<file path="src/rtl/rc4_pkg.sv">
// Shared types and constants for the RC4 key-search controller and its S-memory mux.
package rc4_pkg;

  localparam int KEY_W = 24;

  localparam logic [7:0] CHAR_LO    = 8'h61;
  localparam logic [7:0] CHAR_HI    = 8'h7A;
  localparam logic [7:0] CHAR_SPACE = 8'h20;

  typedef enum logic [1:0] {
    SEL_INIT = 2'd0,
    SEL_KSA  = 2'd1,
    SEL_DEC  = 2'd2,
    SEL_NONE = 2'd3
  } s_sel_e;

  // Plaintext alphabet: lowercase letters and space.
  function automatic logic is_text_char(input logic [7:0] b);
    return ((b >= CHAR_LO) && (b <= CHAR_HI)) || (b == CHAR_SPACE);
  endfunction

endpackage

</file>
<file path="src/rtl/rc4_plaintext_checker.sv">
// Counts snooped decrypt writes and flags any byte outside the plaintext alphabet.
module rc4_plaintext_checker
  import rc4_pkg::*;
#(
  parameter int MSG_LEN = 32
) (
  input  logic       clk,
  input  logic       reset,
  input  logic       clear,
  input  logic       enable,
  input  logic       wren,
  input  logic [7:0] data,
  output logic       ok
);

  logic [5:0] count_reg;
  logic       bad_reg;

  always_ff @(posedge clk) begin
    if (reset || clear) begin
      count_reg <= '0;
      bad_reg   <= 1'b0;
    end else if (enable && wren) begin
      // Saturate so an over-long message can never wrap back onto MSG_LEN.
      if (count_reg != 6'd63) begin
        count_reg <= count_reg + 6'd1;
      end
      if (!is_text_char(data)) begin
        bad_reg <= 1'b1;
      end
    end
  end

  assign ok = !bad_reg && (count_reg == 6'(MSG_LEN));

endmodule

</file>
<file path="src/rtl/rc4_key_search_ctrl.sv">
// Sequences S-init, KSA and decrypt for each candidate key and steps the key until plaintext is valid.
module rc4_key_search_ctrl
  import rc4_pkg::*;
#(
  parameter logic [KEY_W-1:0] KEY_START = 24'h000000,
  parameter logic [KEY_W-1:0] KEY_END   = 24'h3FFFFF,
  parameter int               MSG_LEN   = 32
) (
  input  logic             clk,
  input  logic             reset,
  input  logic             start,
  output logic             busy,
  output logic             found,
  output logic             fail,
  output logic [KEY_W-1:0] key_out,
  output logic [1:0]       s_sel,
  output logic             init_start,
  output logic             ksa_start,
  output logic             dec_start,
  input  logic             init_done,
  input  logic             ksa_done,
  input  logic             dec_done,
  output logic             init_done_ack,
  output logic             ksa_done_ack,
  output logic             dec_done_ack,
  input  logic             d_wren_in,
  input  logic [7:0]       d_data_in
);

  typedef enum logic [3:0] {
    ST_IDLE,
    ST_INIT_GO,
    ST_INIT_WAIT,
    ST_KSA_GO,
    ST_KSA_WAIT,
    ST_DEC_GO,
    ST_DEC_WAIT,
    ST_CHECK,
    ST_NEXT_KEY,
    ST_FOUND,
    ST_FAIL
  } state_e;

  state_e           state_reg;
  s_sel_e           s_sel_reg;
  logic [KEY_W-1:0] key_reg;
  logic             found_reg;
  logic             fail_reg;
  logic             init_start_reg;
  logic             ksa_start_reg;
  logic             dec_start_reg;
  logic             init_ack_reg;
  logic             ksa_ack_reg;
  logic             dec_ack_reg;
  logic             plain_ok;

  rc4_plaintext_checker #(
    .MSG_LEN(MSG_LEN)
  ) u_checker (
    .clk   (clk),
    .reset (reset),
    .clear (state_reg == ST_DEC_GO),
    .enable(state_reg == ST_DEC_WAIT),
    .wren  (d_wren_in),
    .data  (d_data_in),
    .ok    (plain_ok)
  );

  always_ff @(posedge clk) begin
    if (reset) begin
      state_reg      <= ST_IDLE;
      s_sel_reg      <= SEL_NONE;
      key_reg        <= KEY_START;
      found_reg      <= 1'b0;
      fail_reg       <= 1'b0;
      init_start_reg <= 1'b0;
      ksa_start_reg  <= 1'b0;
      dec_start_reg  <= 1'b0;
      init_ack_reg   <= 1'b0;
      ksa_ack_reg    <= 1'b0;
      dec_ack_reg    <= 1'b0;
    end else begin
      init_start_reg <= 1'b0;
      ksa_start_reg  <= 1'b0;
      dec_start_reg  <= 1'b0;
      init_ack_reg   <= 1'b0;
      ksa_ack_reg    <= 1'b0;
      dec_ack_reg    <= 1'b0;
      case (state_reg)
        ST_IDLE, ST_FOUND, ST_FAIL: begin
          if (start) begin
            key_reg   <= KEY_START;
            found_reg <= 1'b0;
            fail_reg  <= 1'b0;
            state_reg <= ST_INIT_GO;
          end
        end
        ST_INIT_GO: begin
          s_sel_reg      <= SEL_INIT;
          init_start_reg <= 1'b1;
          state_reg      <= ST_INIT_WAIT;
        end
        ST_INIT_WAIT: begin
          if (init_done) begin
            init_ack_reg <= 1'b1;
            state_reg    <= ST_KSA_GO;
          end
        end
        ST_KSA_GO: begin
          s_sel_reg     <= SEL_KSA;
          ksa_start_reg <= 1'b1;
          state_reg     <= ST_KSA_WAIT;
        end
        ST_KSA_WAIT: begin
          if (ksa_done) begin
            ksa_ack_reg <= 1'b1;
            state_reg   <= ST_DEC_GO;
          end
        end
        ST_DEC_GO: begin
          s_sel_reg     <= SEL_DEC;
          dec_start_reg <= 1'b1;
          state_reg     <= ST_DEC_WAIT;
        end
        ST_DEC_WAIT: begin
          if (dec_done) begin
            dec_ack_reg <= 1'b1;
            s_sel_reg   <= SEL_NONE;
            state_reg   <= ST_CHECK;
          end
        end
        ST_CHECK: begin
          // Range end is tested before any increment, so the key never passes KEY_END.
          if (plain_ok) begin
            found_reg <= 1'b1;
            state_reg <= ST_FOUND;
          end else if (key_reg == KEY_END) begin
            fail_reg  <= 1'b1;
            state_reg <= ST_FAIL;
          end else begin
            state_reg <= ST_NEXT_KEY;
          end
        end
        ST_NEXT_KEY: begin
          key_reg   <= key_reg + KEY_W'(1);
          state_reg <= ST_INIT_GO;
        end
        default: state_reg <= ST_IDLE;
      endcase
    end
  end

  assign busy          = !(state_reg inside {ST_IDLE, ST_FOUND, ST_FAIL});
  assign found         = found_reg;
  assign fail          = fail_reg;
  assign key_out       = key_reg;
  assign s_sel         = s_sel_reg;
  assign init_start    = init_start_reg;
  assign ksa_start     = ksa_start_reg;
  assign dec_start     = dec_start_reg;
  assign init_done_ack = init_ack_reg;
  assign ksa_done_ack  = ksa_ack_reg;
  assign dec_done_ack  = dec_ack_reg;

endmodule

</file>
<file path="config.mk">
export PLATFORM = sky130hd
export DESIGN_NAME = rc4_key_search_ctrl
export DESIGN_NICKNAME = d
export VERILOG_FILES = /design/src/rtl/rc4_pkg.sv /design/src/rtl/rc4_plaintext_checker.sv /design/src/rtl/rc4_key_search_ctrl.sv
export SDC_FILE = /design/constraint.sdc
export NUM_CORES = 1
export LEC_CHECK = 0
export BUFFER_PORTS_ARGS = -buffer_cell sky130_fd_sc_hd__buf_4
export CORE_AREA = 2 2 89 57
export DETAILED_ROUTE_END_ITERATION = 6
export DIE_AREA = 0 0 91 59
export PLACE_DENSITY = 0.78
export SETUP_SLACK_MARGIN = 0.02
export SLEW_MARGIN = 20
export SYNTH_ARGS = -nofsm -noshare
export SYNTH_HDL_FRONTEND = slang
export SYNTH_SLANG_ARGS = --single-unit
</file>
<file path="constraint.sdc">
create_clock -name clk -period 2.63 [get_ports clk]
set_input_delay 0.3945 -clock clk [delete_from_list [all_inputs] [get_ports clk]]
set_output_delay 0.3945 -clock clk [all_outputs]
set_load 0.05 [all_outputs]
</file>
-- After elaboration in Yosys (flattened, before gate mapping)
Cells that the tools add are included.
- add/sub/neg operators: 2
- magnitude comparators: 2
- equality and inequality tests: 21
- multiplexer cells: 23
- bitwise operators: 4
- reduce and logical (&&, ||, !) cells: 23
- operators with widths (kind ; count):
    24-bit one-hot mux with 2 select lines ; 1
    4-bit one-hot mux with 9 select lines ; 1
    24-bit by 1-bit adder with 24-bit output (second input constant) ; 1
    24-bit by 22-bit equality test with 1-bit output (second input constant) ; 1
    24-bit 2-to-1 mux ; 1
    4-bit by 3-bit equality test with 1-bit output (second input constant) ; 4
    4-bit 2-to-1 mux ; 4
    2-bit inequality test (second input constant) ; 7
    4-bit equality test (second input constant) ; 3
    1-bit 2-to-1 mux ; 10
    4-bit by 2-bit equality test with 1-bit output (second input constant) ; 2
    8-bit by 6-bit equality test with 1-bit output (second input constant) ; 1
    8-bit by 7-bit greater-or-equal comparator with 1-bit output (second input constant) ; 1
    8-bit by 7-bit less-or-equal comparator with 1-bit output (second input constant) ; 1
    2-bit one-hot mux with 4 select lines ; 1
    2-bit AND reduction ; 4
    4-bit AND reduction ; 2
    6-bit by 1-bit adder with 6-bit output (second input constant) ; 1
    6-bit equality test (second input constant) ; 1
    2-bit 2-to-1 mux ; 3
    6-bit inequality test (second input constant) ; 1
    2-bit OR reduction ; 3
    4-bit by 1-bit equality test with 1-bit output (second input constant) ; 1
    4-bit zero test ; 1
    other kinds (10) ; 19
- register bits: 45
- bits of input ports: 15
- output and inout port bits: 35
- logic and storage cells: 88

-- Depth between registers and ports, before layout
Gate-level depths: netlist of the first run.
- depth after elaboration: 5
- mapped depth: 7
- depth with buffers taken out: 7

-- Hierarchy
Synthesis of the first run repeated with hierarchy kept, for this count alone.
- cells, all modules: 265
- area total of the unflattened synthesis: 2250.9 sq um
- modules (own cells, without submodules) (module ; times used ; cells an instance ; area each (sq um) ; seq. area each (sq um)):
    rc4_key_search_ctrl ; 1 ; 216 ; 1811.7 ; 760.7
    rc4_plaintext_checker ; 1 ; 49 ; 439.2 ; 140.1

-- Worst setup path after synthesis of the first run
OpenSTA, ideal clock, no wires.
- path type: register -> register
- from: reg key_reg[4], in the netlist key_out[4]
- to: reg key_reg[18], in the netlist key_out[18]
- setup time: 0.088 ns
- arrival time: 2.081 ns
- required time: 2.542 ns
- path slack: 0.461 ns
- cell stages (with the launch flop): 7
- buffers on the path: 1
- clock period less this slack: 2.169 ns
- cell sequence: dfxtp_1 and4_1 nand4_1 or3_1 buf_2 or2_4 o31ai_1
- longest elaborated chain between the ends: 2
- RTL lines (item ; RTL line ; text):
    start: declaration ; rc4_key_search_ctrl.sv:46 ; logic [KEY_W-1:0] key_reg;
    start signal: assignment ; rc4_key_search_ctrl.sv:145 ; key_reg <= key_reg + KEY_W'(1);
    24-bit by 1-bit adder with 24-bit output ; rc4_key_search_ctrl.sv:145 ;
    24-bit one-hot mux with 2 select lines ; rc4_key_search_ctrl.sv:89 ; case (state_reg)
No other way between the ends.
A chain may end at the register's enable or synchronous reset.

-- Worst setup path after layout of the first run
- from: reg state_reg[3]
- to: out busy
- longest elaborated chain between the ends: 3
- elaborated cells on any way between the ends: 5
- classes of those cells: 2 x eq/ne; 3 x reduce/logical
- RTL lines (item ; RTL line ; text):
    start: declaration ; rc4_key_search_ctrl.sv:44 ; state_e state_reg;
    start signal: assignment ; rc4_key_search_ctrl.sv:71 ; state_reg <= ST_IDLE;
    start signal: assignment ; rc4_key_search_ctrl.sv:95 ; state_reg <= ST_INIT_GO;
    start signal: assignment ; rc4_key_search_ctrl.sv:101 ; state_reg <= ST_INIT_WAIT;
    4-bit equality test or 4-bit zero test (tied branches) ; rc4_key_search_ctrl.sv:153 ; assign busy = !(state_reg inside {ST_IDLE, ST_FOUND, ST_FAIL});
    3-bit nonzero test * ; rc4_key_search_ctrl.sv:153 ;
    1-bit zero test * ; rc4_key_search_ctrl.sv:153 ;
    end: declaration ; rc4_key_search_ctrl.sv:12 ; output logic busy,
Mark *: on every way between the ends. The rest lies on a longest branch, timed or not.

==> results of run 1 <==
==> final cells by class <==
class                           count  area (sq um)
Clock buffer                        5          68.8
Clock inverter                      3          25.0
Fill cell                         403          1770
Inverter                           10          37.5
Multi-Input combinational cell    199          1210
Sequential cell                    45           901
Tap cell                           63          78.8
Timing Repair Buffer               51           383
==> kinds of logic after synthesis <==
kind of cell,count (synthesis),synth area share (%)
fa+ha+maj,3,1.70
mux,2,0.909
compound gates,63,18.5
simple gates,121,29.8
flops,45,40.9
buf+inv,21,4.15
xor+xnor,10,3.98
==> stage by stage <==
stage	utilization (%)	cells	area, sq um	total power, mW
final	60.5	376	2700	1.47
after detailed placement	58.4	368	2610	1.03
after global placement	58.4	368	2610	1.03
after CTS	60.5	376	2700	1.47
after global routing	60.5	376	2700	1.53
after floorplan	-	265	2200	0.941
==> critical path, delay by kind of cell (launching register included) <==
family | cells | cell delay [ns]
AO/OA/AOI/OAI | 1 | 0.46
XOR/XNOR | 1 | 0.12
buffers and inverters | 2 | 0.34
flip-flops | 1 | 0.62
==> placed cells by master (no fill, tap or decap), types with 7 or more instances in the layout <==
master / instances
nor2_1: 29
nor3_1: 7
inv_1: 10
or3_1: 7
buf_4: 51
a21oi_1: 19
o211ai_1: 9
o21ai_0: 8
dfxtp_1: 45
nand3_1: 15
nand2_1: 20
==> layer usage <==
metal	routed length, microns	track usage [%]
met5	0	0
met4	76	6.71
met3	364	4.45
met2	2320	30.7
met1	2680	31.3
==> how the worst max path moves through the flow <==
stage	startpoint	endpoint	slack, ns	cells past startpoint
global placement	state_reg[1]	key_out[5]	0.61	5
global route	state_reg[3]	busy	0.22	4
finish	state_reg[3]	busy	0.38	4
detailed placement	state_reg[3]	key_out[5]	0.51	5
floorplan	key_out[4]	key_out[18]	0.46	6
CTS	state_reg[1]	busy	0.39	4
==> power by group <==
group	internal, mW	leakage, nW	switching, mW
sequential	0.702	0.363	0.0398
clock	0.192	0.0447	0.261
combinational	0.0901	0.637	0.187
==> results.json, run 1 <==
{
  "port_buffers": 49,
  "synthTopCellsByCount": "dfxtp_1 (45), nor2_1 (29), nand2_1 (20), a21oi_1 (19), nand3_1 (15)",
  "min_path_cells": 2,
  "min_path_type": "input port to register",
  "period_share_pct": 85.7,
  "grt-ovfl-total": 0,
  "clock_path_buffers": 2,
  "ys.flop_type": "dfxtp_1",
  "slew_viol_final": 0,
  "hp-start": "ksa_done",
  "dieWidth_microns": 91,
  "cts_root_buf": "clkbuf_8",
  "start_util_pct": 49.3,
  "routed_via_density": 5.80,
  "power_density_mw_per_mm2": 544,
  "yosysSeqAreaShare_pct": 40.9,
  "synth_seq_cells": 45,
  "cp_slowest_stage_delay_ns": 0.62,
  "htreeDepth": 2,
  "syn_area_sq_mm": 0.00220,
  "clock_sinks": 45,
  "ys_types": 50,
  "holdWs_ns": 0.318,
  "layout.nets": 330,
  "ys_warn_count": 0,
  "max-cap-violations": 0,
  "clk_pin_slew_worst_paths_ns": 0.10,
  "cp.required_ns": 2.24,
  "min_delay_worst_endpoint": "ksa_done_ack",
  "grt_use_total_pct": 21.0,
  "clock_skew_ns": 0.0127,
  "antenna_left": 0,
  "totalWireLength_mm": 5.43,
  "syn_area_per_cell_sq_um": 8.31,
  "dr.pass1.iters": 5,
  "dp_hpwl_mm": 3.85,
  "post_cts_resize_count": 0,
  "drive_above_1_share_pct": 19.8,
  "cts_inserted_buffers": 5,
  "r2r-start": "state_reg[3]",
  "cpMaxStageDelayCell": "dfxtp_1",
  "ys_top_cells_by_area": "dfxtp_1 (41%), nor2_1 (4.9%), a21oi_1 (4.3%), nand2_1 (3.4%), nand3_1 (3.4%)",
  "wl_per_cell_microns": 14.5,
  "clock.fmax_ghz": 0.444,
  "yosys.area.top_type": "dfxtp_1",
  "finalCriticalPeriod_ns": 2.25,
  "critPathMaxFanout": 16,
  "cp.arrival_ns": 1.86,
  "finalHoldViolations": 0,
  "yosysTopAreaCellShare_pct": 40.9,
  "core_sq_mm": 0.00447,
  "critPathLaunchType": "register",
  "grt_pass1_wl_mm": 9.14,
  "gp_congestion": 0.832,
  "num_rows": 19,
  "n_antenna_cell": 0,
  "syn_nets": 283,
  "hold_buffers": 0,
  "rrSetupSlack_ns": 0.45,
  "grt_pass1_vias": 1931,
  "setup_tns_ns": 0,
  "yosysMostFrequentCell": "dfxtp_1",
  "via_count": 2180,
  "tightest_slew_ns": 0.707,
  "status": "complete, no violations",
  "die_h_microns": 59,
  "io_pins": 50,
  "postSynth.asyncResetShare_pct": 0,
  "post_cts_buffers": 0,
  "worst_ir_drop_vdd_uv": 268,
  "syn2layout_area_growth_pct": 22.8,
  "p_leak_nw": 1.05,
  "drc": 0,
  "place_ws_ns": 0.513,
  "rr_endpoint": "key_out[5]",
  "synthCells": 265,
  "antenna_found_initial": 0,
  "relSlewSlack_pct": 52.8,
  "crit_type": "register to primary output",
  "synth_edf_count": 0,
  "reg2reg_depth": 5,
  "die_area_sq_mm": 0.00537,
  "tritoncts": "done",
  "layout_setup_ws_ns": 0.376,
  "grt_max_degree": 32,
  "finalSetupViolCount": 0,
  "path_cells": "xor2_1 -> o32ai_1 -> inv_1 -> buf_4",
  "largest_register_ff_count": 24,
  "clk_latency_ns": 0.31,
  "critical_path.endpoint_type": "primary output",
  "drt_first_iter_violations": 148,
  "rsz0062_at_grt": "no"
}
Power figures use the tool's default switching activity.
==> run 2: changes to the inputs <==
clock period = 2.5 ns   (was 2.63 ns; I/O delays follow)
==> run 2 against run 1 <==
Cell count is 0.27% higher. Die area stayed put. Clock power is 25% higher.
==> results.json, run 2 (synthesis results as in run 1) <==
{
  "status": "complete, no violations",
  "slew_viol_final": 0,
  "num-fill-cells": 397,
  "grt_util_met3_pct": 5.60,
  "seq_area_sq_um": 901,
  "htreeDepth": 2,
  "cts_inserted_buffers": 5,
  "n_antenna_cell": 0,
  "relSlewSlack_pct": 50.0,
  "layout_common_cells": "buf_4 (52), dfxtp_1 (45), nor2_1 (29)",
  "num_rows": 19,
  "dieWidth_microns": 91,
  "via_count": 2144,
  "drt_first_iter_violations": 169,
  "multiInputGateArea_sq_mm": 0.00121,
  "drc": 0,
  "grt_pass1_wl_mm": 8.87,
  "busiest_layer": "met1",
  "grt-ovfl-total": 0,
  "rsz0062_at_grt": "no",
  "finalSetupViolCount": 0,
  "grt_pass1_vias": 1829,
  "gp_congestion": 0.865,
  "power_density_mw_per_mm2": 597,
  "place_ws_ns": 0.446,
  "holdWs_ns": 0.306,
  "period_share_pct": 89.5,
  "grt_max_degree": 32,
  "worst_ir_drop_vdd_uv": 240,
  "grt_use_total_pct": 20.8,
  "dr.pass1.iters": 4,
  "hold_buffers": 0,
  "wl_per_cell_microns": 14.1,
  "dp_hpwl_mm": 3.80,
  "clk_latency_ns": 0.31,
  "clock.fmax_ghz": 0.447,
  "largest_register_ff_count": 24,
  "max-cap-violations": 0,
  "io_pins": 50,
  "port_buffers": 49,
  "finalHoldViolations": 0,
  "tightest_slew_ns": 0.749,
  "syn2layout_area_growth_pct": 24.1,
  "cp.required_ns": 2.12,
  "grtUsageMet1_pct": 32.0,
  "die_area_sq_mm": 0.00537,
  "final_cell_count_no_fill": 377,
  "cts_root_buf": "clkbuf_8",
  "finalCriticalPeriod_ns": 2.24,
  "critical_path.endpoint_type": "primary output",
  "place_inst": 369,
  "cp.arrival_ns": 1.86,
  "die_h_microns": 59,
  "antenna_left": 0,
  "critPathLaunchType": "register",
  "fin_area_sq_mm": 0.00273,
  "layout.nets": 331,
  "tritoncts": "done",
  "clock_skew_ns": 0.0116,
  "clock_sinks": 45,
  "crit_type": "register to primary output",
  "post_cts_resize_count": 0,
  "antenna_found_initial": 0,
  "p_leak_nw": 1.06,
  "post_cts_buffers": 0,
  "totalWireLength_mm": 5.32,
  "clock_path_buffers": 2,
  "drive_above_1_share_pct": 20.1,
  "routed_via_density": 5.69,
  "min_path_type": "input port to register",
  "core_sq_mm": 0.00447,
  "clk_pin_slew_worst_paths_ns": 0.09,
  "layout_commonest_cell": "buf_4",
  "layout_setup_ws_ns": 0.262,
  "start_util_pct": 49.3,
  "grtUsageMet2_pct": 29.5,
  "placed_area_sq_mm": 0.00262,
  "setup_tns_ns": 0,
  "critPathMaxFanout": 14
}
run 2: cell type report:
cell class	count	area share, %
multi-input cells	199	44.3
flip-flops and latches	45	33.0
repair buffers	52	14.3
well taps	63	2.88
clock buffers	5	2.52
clock inverters	3	1.69
inverters	10	1.37
run 2: final timing paths:
| check | cells after the start | from | endpoint | slack (ns) |
|---|---|---|---|---|
| setup / recovery | 4 | state_reg[1] | busy | 0.26 |
| hold reg to reg | 2 | u_checker.bad_reg | u_checker.bad_reg | 0.46 |
| hold / removal | 2 | ksa_done | ksa_done_ack | 0.31 |
| setup reg to reg | 5 | state_reg[1] | key_out[5] | 0.37 |
run 2: stage by stage:
step           utilization (%)  power, mW
2_1_floorplan                -      0.990
3_3_place_gp              58.6       1.08
3_5_place_dp              58.6       1.08
4_1_cts                   61.1       1.63
5_1_grt                   61.1       1.71
6_report                  61.1       1.63
run 2: critical path, stage by stage (launching register included):
cell and delay, ns:
dfxtp_1 0.62, xor2_1 0.12, o32ai_1 0.46, inv_1 0.14, buf_4 0.22
run 2: routing by layer:
layer  routed length [microns]  part of all wire (%)
met4                        31                  0.58
met1                      2740                    52
met5                         0                     0
met2                      2190                    41
met3                       354                   6.7
run 2: power breakdown:
part	total, mW	internal (mW)	switching (mW)	leakage [nW]
sequential	0.780	0.738	0.0415	0.363
clock	0.564	0.299	0.265	0.0543
combinational	0.288	0.0948	0.194	0.643
==> run 3: changes to the inputs <==
CORE_AREA = 2 2 90 57   (was 2 2 89 57)
DIE_AREA = 0 0 92 59   (was 0 0 91 59)
SYNTH_HIERARCHICAL = 1   (was unset)
==> run 3 against run 2 <==
Power shrank 3.8%. Area after synthesis grew 2.2%. Register-to-register slack gained 0.05 ns. Design area grew 1.4%. Die area grew 1.1%. Core utilization grew 0.19 points. Global-route usage shrank 0.30 points. Sequential share of layout area shrank 0.45 points. Via count shrank 0.51%. Synthesized cell count is the same. Clock-buffer cell count is the same. First-iteration DRC count shrank 34%.
==> results.json, run 3 <==
{
  "yosys.area.top_type": "dfxtp_1",
  "ys_top_cells_by_area": "dfxtp_1 (40%), nand2_1 (4.8%), nand3_1 (4.7%), a21oi_1 (4.4%), nor2_1 (3.7%)",
  "clk_pin_slew_worst_paths_ns": 0.08,
  "synthCells": 265,
  "n_antenna_cell": 0,
  "syn_nets": 283,
  "syn2layout_area_growth_pct": 23.1,
  "synth_seq_cells": 45,
  "die_h_microns": 59,
  "min_path_type": "input port to register",
  "worst_ir_drop_vdd_uv": 334,
  "port_buffers": 49,
  "finalHoldViolations": 0,
  "tightest_slew_ns": 0.923,
  "crit_type": "register to primary output",
  "drc": 0,
  "critPathLaunchType": "register",
  "post_cts_resize_count": 0,
  "totalWireLength_mm": 5.31,
  "relSlewSlack_pct": 38.5,
  "cp.arrival_ns": 1.73,
  "critPathMaxFanout": 15,
  "via_count": 2133,
  "status": "complete, no violations",
  "wl_per_cell_microns": 14.1,
  "post_cts_buffers": 0,
  "critical_path.endpoint_type": "primary output",
  "dr.pass1.iters": 4,
  "ys.flop_type": "dfxtp_1",
  "dieWidth_microns": 92,
  "clock_skew_ns": 0.0101,
  "finalSetupViolCount": 0,
  "max-cap-violations": 0,
  "routed_via_density": 5.67,
  "synthTopCellsByCount": "dfxtp_1 (45), nand2_1 (29), nor2_1 (22), nand3_1 (21), a21oi_1 (20)",
  "syn_area_sq_mm": 0.00225,
  "synth_edf_count": 0,
  "holdWs_ns": 0.317,
  "antenna_left": 0,
  "grt_pass1_vias": 1880,
  "grt_pass1_wl_mm": 8.84,
  "io_pins": 50,
  "layout_common_cells": "buf_4 (53), dfxtp_1 (45), nand2_1 (29)",
  "ys_warn_count": 6,
  "die_area_sq_mm": 0.00543,
  "rsz0062_at_grt": "no",
  "dp_hpwl_mm": 3.82,
  "yosysTopAreaCellShare_pct": 40.0,
  "largest_register_ff_count": 24,
  "tritoncts": "done",
  "slew_viol_final": 0,
  "grt_max_degree": 41,
  "finalCriticalPeriod_ns": 2.11,
  "period_share_pct": 84.3,
  "grt-ovfl-total": 0,
  "syn_area_per_cell_sq_um": 8.49,
  "layout.nets": 331,
  "drt_first_iter_violations": 111,
  "num_rows": 19,
  "p_leak_nw": 1.10,
  "drive_above_1_share_pct": 22.7,
  "clock.fmax_ghz": 0.475,
  "clk_latency_ns": 0.30,
  "antenna_found_initial": 0,
  "cts_root_buf": "clkbuf_8",
  "postSynth.asyncResetShare_pct": 0,
  "layout_commonest_cell": "buf_4",
  "gp_congestion": 0.859,
  "yosysSeqAreaShare_pct": 40.0,
  "clock_sinks": 45,
  "hold_buffers": 0,
  "clock_path_buffers": 2,
  "start_util_pct": 49.8,
  "ys_types": 55,
  "power_density_mw_per_mm2": 567,
  "cp.required_ns": 2.12,
  "setup_tns_ns": 0,
  "core_sq_mm": 0.00452,
  "htreeDepth": 2,
  "cts_inserted_buffers": 5,
  "grt_use_total_pct": 20.5,
  "yosysMostFrequentCell": "dfxtp_1"
}
-- run 3: cell count changes in the layout (fill, tap and decap cells not counted), sizes merged, moves of 5 or more --
cell / change
nand2: +9
o211ai: -5
xnor2: -5
nand3: +7
nor2: -7
nand2b: -5
-- run 3: layer usage --
metal / vias to the layer above / wire [microns] / track usage, %
met5: - / 0 / 0
met1: 992 / 2830 / 31.3
met3: 5 / 254 / 4.83
met4: 0 / 51 / 5.97
met2: 51 / 2170 / 28.7
li1: 1085 / - / -
-- run 3: logic make-up after synthesis --
group	after synthesis	share of synthesized area (%)
XOR/XNOR	5	1.95
multiplexers	3	1.33
buffers and inverters	19	3.89
AO/OA/AOI/OAI	62	19.1
flip-flops	45	40.0
AND/OR/NAND/NOR	128	32.0
adder cells (fa/ha/maj)	3	1.67
-- run 3: area by class of cell --
type,instances,area [sq um]
clock inverters,2,35.0
inverters,7,26.3
fillers,423,1750
multi-input cells,201,1260
flip-flops and latches,45,901
well taps,63,78.8
repair buffers,53,398
clock buffers,5,68.8
-- run 3: worst paths after layout --
path / from / end / slack, ns / cells after the start
setup reg to reg: state_reg[1] / key_out[18] / 0.42 / 6
setup / recovery: state_reg[1] / busy / 0.39 / 5
hold / removal: ksa_done / ksa_done_ack / 0.32 / 3
hold reg to reg: s_sel[0] / s_sel[0] / 0.45 / 2
-- run 3: power breakdown --
group          internal, mW  total [mW]  switching [mW]
logic                0.0952       0.295           0.200
clock network         0.291       0.533           0.242
registers             0.734       0.743         0.00892
-- run 3: critical path, stage by stage, from the launching register on --
cell	delay, ns
dfxtp_1	0.33
buf_4	0.19
xor2_1	0.16
o21ai_0	0.37
nand2b_1	0.16
buf_4	0.22
-- run 3: stage by stage --
step / utilization [%] / total power [mW] / std cells / instance area, sq um / setup WS (ns)
floorplan: - / 0.961 / 265 / 2250 / 0.461
global placement: 59.0 / 1.05 / 369 / 2670 / 0.536
detailed placement: 59.0 / 1.05 / 369 / 2670 / 0.512
CTS: 61.3 / 1.58 / 376 / 2770 / 0.405
global route: 61.3 / 1.64 / 376 / 2770 / 0.216
finish: 61.3 / 1.57 / 376 / 2770 / 0.393
